==> src/rtl/pmem_arbiter_pkg.sv <==
// pmem_arbiter_pkg: shared state and grant encodings for the pmem arbiter.
package arbiter_types;
  typedef enum logic [1:0] {ARB_IDLE, ARB_ICACHE, ARB_DCACHE} arb_state_t;
  typedef enum logic {GRANT_I, GRANT_D} grant_t;
endpackage

==> src/rtl/pmem_arbiter.sv <==
// pmem_arbiter: grants the single memory line port to the I-cache or D-cache, alternating on conflict.
module pmem_arbiter
  import arbiter_types::*;
#(
  parameter int LINE_WIDTH = 256,
  parameter int ADDR_WIDTH = 32
) (
  input  logic                  clk,
  input  logic                  rst,
  input  logic                  i_pmem_read,
  input  logic [ADDR_WIDTH-1:0] i_pmem_address,
  output logic [LINE_WIDTH-1:0] i_pmem_rdata,
  output logic                  i_pmem_resp,
  input  logic                  d_pmem_read,
  input  logic                  d_pmem_write,
  input  logic [ADDR_WIDTH-1:0] d_pmem_address,
  input  logic [LINE_WIDTH-1:0] d_pmem_wdata,
  output logic [LINE_WIDTH-1:0] d_pmem_rdata,
  output logic                  d_pmem_resp,
  output logic                  mem_read,
  output logic                  mem_write,
  output logic [ADDR_WIDTH-1:0] mem_address,
  output logic [LINE_WIDTH-1:0] mem_wdata,
  input  logic [LINE_WIDTH-1:0] mem_rdata,
  input  logic                  mem_resp
);
  arb_state_t state_q, state_d;
  grant_t last_grant_q, last_grant_d;
  logic i_req, d_req, serve_i, serve_d;
  assign i_req   = i_pmem_read;
  assign d_req   = d_pmem_read | d_pmem_write;
  assign serve_i = state_q == ARB_ICACHE;
  assign serve_d = state_q == ARB_DCACHE;
  // on conflict the side not granted last time wins
  always_comb begin
    state_d      = state_q;
    last_grant_d = last_grant_q;
    if (state_q == ARB_IDLE) begin
      if (i_req && (!d_req || last_grant_q == GRANT_D)) begin
        state_d      = ARB_ICACHE;
        last_grant_d = GRANT_I;
      end else if (d_req) begin
        state_d      = ARB_DCACHE;
        last_grant_d = GRANT_D;
      end
    end else if (mem_resp) begin
      state_d = ARB_IDLE;
    end
  end
  always_ff @(posedge clk) begin
    if (rst) begin
      state_q      <= ARB_IDLE;
      last_grant_q <= GRANT_I;
    end else begin
      state_q      <= state_d;
      last_grant_q <= last_grant_d;
    end
  end
  always_comb begin
    mem_read    = serve_i ? i_pmem_read : serve_d ? d_pmem_read : 1'b0;
    mem_write   = serve_d ? d_pmem_write : 1'b0;
    mem_address = serve_i ? i_pmem_address : serve_d ? d_pmem_address : '0;
    mem_wdata   = serve_d ? d_pmem_wdata : '0;
  end
  assign i_pmem_rdata = mem_rdata;
  assign d_pmem_rdata = mem_rdata;
  assign i_pmem_resp  = mem_resp & serve_i;
  assign d_pmem_resp  = mem_resp & serve_d;
endmodule

==> config.mk <==
export PLATFORM = sky130hd
export DESIGN_NAME = pmem_arbiter
export DESIGN_NICKNAME = d
export VERILOG_FILES = /design/src/rtl/pmem_arbiter_pkg.sv /design/src/rtl/pmem_arbiter.sv
export SDC_FILE = /design/constraint.sdc
export NUM_CORES = 1
export LEC_CHECK = 0
export BUFFER_PORTS_ARGS = -buffer_cell sky130_fd_sc_hd__buf_2
export CAP_MARGIN = 5
export CORE_AREA = 8 8 541 543
export DETAILED_ROUTE_END_ITERATION = 12
export DIE_AREA = 0 0 549 551
export SYNTH_ARGS = -nofsm -noshare
export SYNTH_HDL_FRONTEND = slang
export SYNTH_SLANG_ARGS = --single-unit
export TNS_END_PERCENT = 10
==> constraint.sdc <==
create_clock -name clk -period 3.6 [get_ports clk]
set_input_delay 0.54 -clock clk [delete_from_list [all_inputs] [get_ports clk]]
set_output_delay 0.54 -clock clk [all_outputs]
set_load 0.02 [all_outputs]
==> metrics.yaml <==
power_and_ir_drop:
  p_leak_nw: 3.784
  p_total_w: 0.002217
  peakVddDrop_uv: 91.04
  powerDensity_mw_per_mm2: 218.9
cts:
  post_cts_hold_buffer_count: 0
  numCtsBuffers: 3
  h-tree-depth: 1
  cts.repair.resized: 0
  clock-sinks: 3
  post_cts_buffers: 0
  cts_tree: "done"
  clk_path_buf_depth: 2
  clock_latency_ns: 0.23
  root_buffer: "clkbuf_16"
  path_clk_slew_ns: 0.03
yosys:
  synth_common_cells: "517 x buf_4, 259 x and2_1, 33 x a22o_1"
  netlist_area_sq_mm: 0.006122
  synthTopCellsByArea: "buf_4 63%, and2_1 26%, a22o_1 4.7%"
  async_flop_share: 0
  yosysWarnings: 0
  synthFlopType: "dfxtp_1"
  syn_nets: 1438
  synthCells: 856
  synth_seq_cells: 3
  synth_cell_types: 18
  yosysMostFrequentCell: "buf_4"
  synth_top_area_share: 0.6340
  synth-seq-area-share: 0.009810
  synth_largest_area_cell: "buf_4"
  synth_edf_count: 0
  syn_avg_cell_area_sq_um: 7.152
setup_path:
  reg2regPathDepth: 3
  critPathRequiredTime_ns: 3.06
  reg2reg_to: "last_grant_q$_SDFFE_PP0P_"
  r2r_start: "state_q[0]$_SDFFE_PP0P_"
  crit_arrival_ns: 2.15
  critPathCaptureType: "primary output"
  rrSetupSlack_ns: 2.64
  criticalPathCategory: "register to primary output"
  crit_path_max_fanout: 98
  critPathLaunchType: "register"
floorplan:
  ioPinCount: 1386
  chipWidth_um: 549
  std_cell_rows: 196
  core_sq_mm: 0.2840
  die_area_sq_mm: 0.3025
  die_y_um: 551
  start_util: 0.02156
timing:
  hold_viol_final: 0
  worst_pin_slew_ns: 0.5159
  max_freq_ghz: 0.3716
  setup_viol: 0
  drv_slew: 0
  finalCriticalPeriod_ns: 2.691
  timing.slew.headroom: 0.6561
  clock_skew_ns: 0.001198
  tns_ns: 0
  rsz0062_at_grt: "no"
  fin_crit_sh: 0.7475
drt:
  vias: 7136
  firstDrtPassIters: 4
  post_drt_wl_per_cell_um: 46.20
  via_per_inst: 1.508
  drcViolationCount: 0
  totalWireLength_um: 218700
  drt_iter0_markers: 354
  drtAntennaViolNets: 0
cells_and_area:
  final_util: 0.03567
  fill_cells: 34084
  area_growth_pct: 65.44
  register_area_sq_um: 60.06
  nets: 1517
  drive_gt1_frac: 0.6713
  multi_input_area_sq_mm: 0.002002
global_route:
  grt_antenna_before_repair: 226
  grt.total_usage: 0.1370
  grt_pass1_vias: 6410
  grt_max_degree: 100
  grt_pass1_wl_um: 236000
  grt.overflow.total: 0
flow_run:
  drv_cap: 0
placement:
  io_buffers: 617
  gp_congestion: 0.7983
  dpl.hpwl_um: 212700
worst_hold_path:
  holdCritPathClass: "primary input to register"
  hold-path-endpoint: "state_q[0]$_SDFFE_PP0P_"
  min_from: "rst"
  hold_depth: 2
run_status:
  outcome: "finished, final reports clean"
## cells in the final DEF, fill, tap and decap left out, drive strengths merged
cell type and count:
nor2b 2, nor3 1, nor3b 1, clkbuf 4, nor2 2, a21oi 2, dfxtp 3, a31oi 1
diode 37, o211ai 1, a21o 1, and2 259, nand2b 1, o21a 1, buf 622, a22o 33
## logic make-up after synthesis
| kind of cell | after synthesis | share of synthesized area |
|---|---|---|
| buf+inv | 548 | 0.6644 |
| simple gates | 266 | 0.2722 |
| compound gates | 39 | 0.05355 |
| flops | 3 | 0.009810 |
## metrics by stage
| step | hold slack [ns] | setup slack [ns] | cells | instance area (sq um) |
|---|---|---|---|---|
| after global routing | 0.5322 | 0.7165 | 4705 | 10060 |
| final | 0.5302 | 0.9088 | 4733 | 10130 |
| after CTS | 0.5281 | 0.8480 | 4696 | 10040 |
| after floorplan | 0.4849 | 1.975 | 856 | 6122 |
| after detailed placement | 0.5303 | 1.091 | 4692 | 9957 |
| after global placement | 0.4934 | 1.171 | 4692 | 9957 |
## layout make-up
cell class / instances / share of cell area
Timing Repair Buffer: 622 / 0.3148
Tap cell: 3762 / 0.4647
Antenna cell: 37 / 0.009141
Multi-Input combinational cell: 305 / 0.1977
Clock buffer: 4 / 0.007783
Sequential cell: 3 / 0.005930
## state kept, by name (all words and copies together) (netlist names)
name	cells
state_q	2
last_grant_q	1
## metal layers
| layer | up-vias | wire length, um | global-route usage |
|---|---|---|---|
| met2 | 1572 | 86270 | 0.1959 |
| met5 | - | 918 | 0 |
| met3 | 456 | 83230 | 0.2450 |
| met4 | 136 | 7395 | 0.03350 |
| met1 | 2654 | 40840 | 0.07554 |
| li1 | 2318 | - | - |
## power breakdown
group / leakage, nW / internal (W) / total, W / switching, W
logic: 3.72 / 0.000539 / 0.00199 / 0.00145
registers: 0.0249 / 0.0000381 / 0.0000449 / 0.00000679
clock network: 0.0384 / 0.000147 / 0.000182 / 0.0000355
total: 3.78 / 0.000724 / 0.00222 / 0.00149
## worst max-delay path: stages, from the launching register on
cell and delay [ns]:
dfxtp_1 0.42, nor2b_4 0.27, buf_12 0.21, buf_12 0.32, and2_1 0.20, buf_2 0.31
## worst max path at each step
stage | to | startpoint | slack (ns)
after global placement | mem_wdata[139] | state_q[1]$_SDFFE_PP0P_ | 1.17
after detailed placement | mem_wdata[113] | state_q[1]$_SDFFE_PP0P_ | 1.09
after global routing | mem_wdata[0] | state_q[1]$_SDFFE_PP0P_ | 0.72
final | mem_wdata[121] | state_q[1]$_SDFFE_PP0P_ | 0.91
after floorplan | mem_address[29] | state_q[1]$_SDFFE_PP0P_ | 1.97
after CTS | mem_wdata[113] | state_q[1]$_SDFFE_PP0P_ | 0.85
Power figures use the tool's default switching activity.
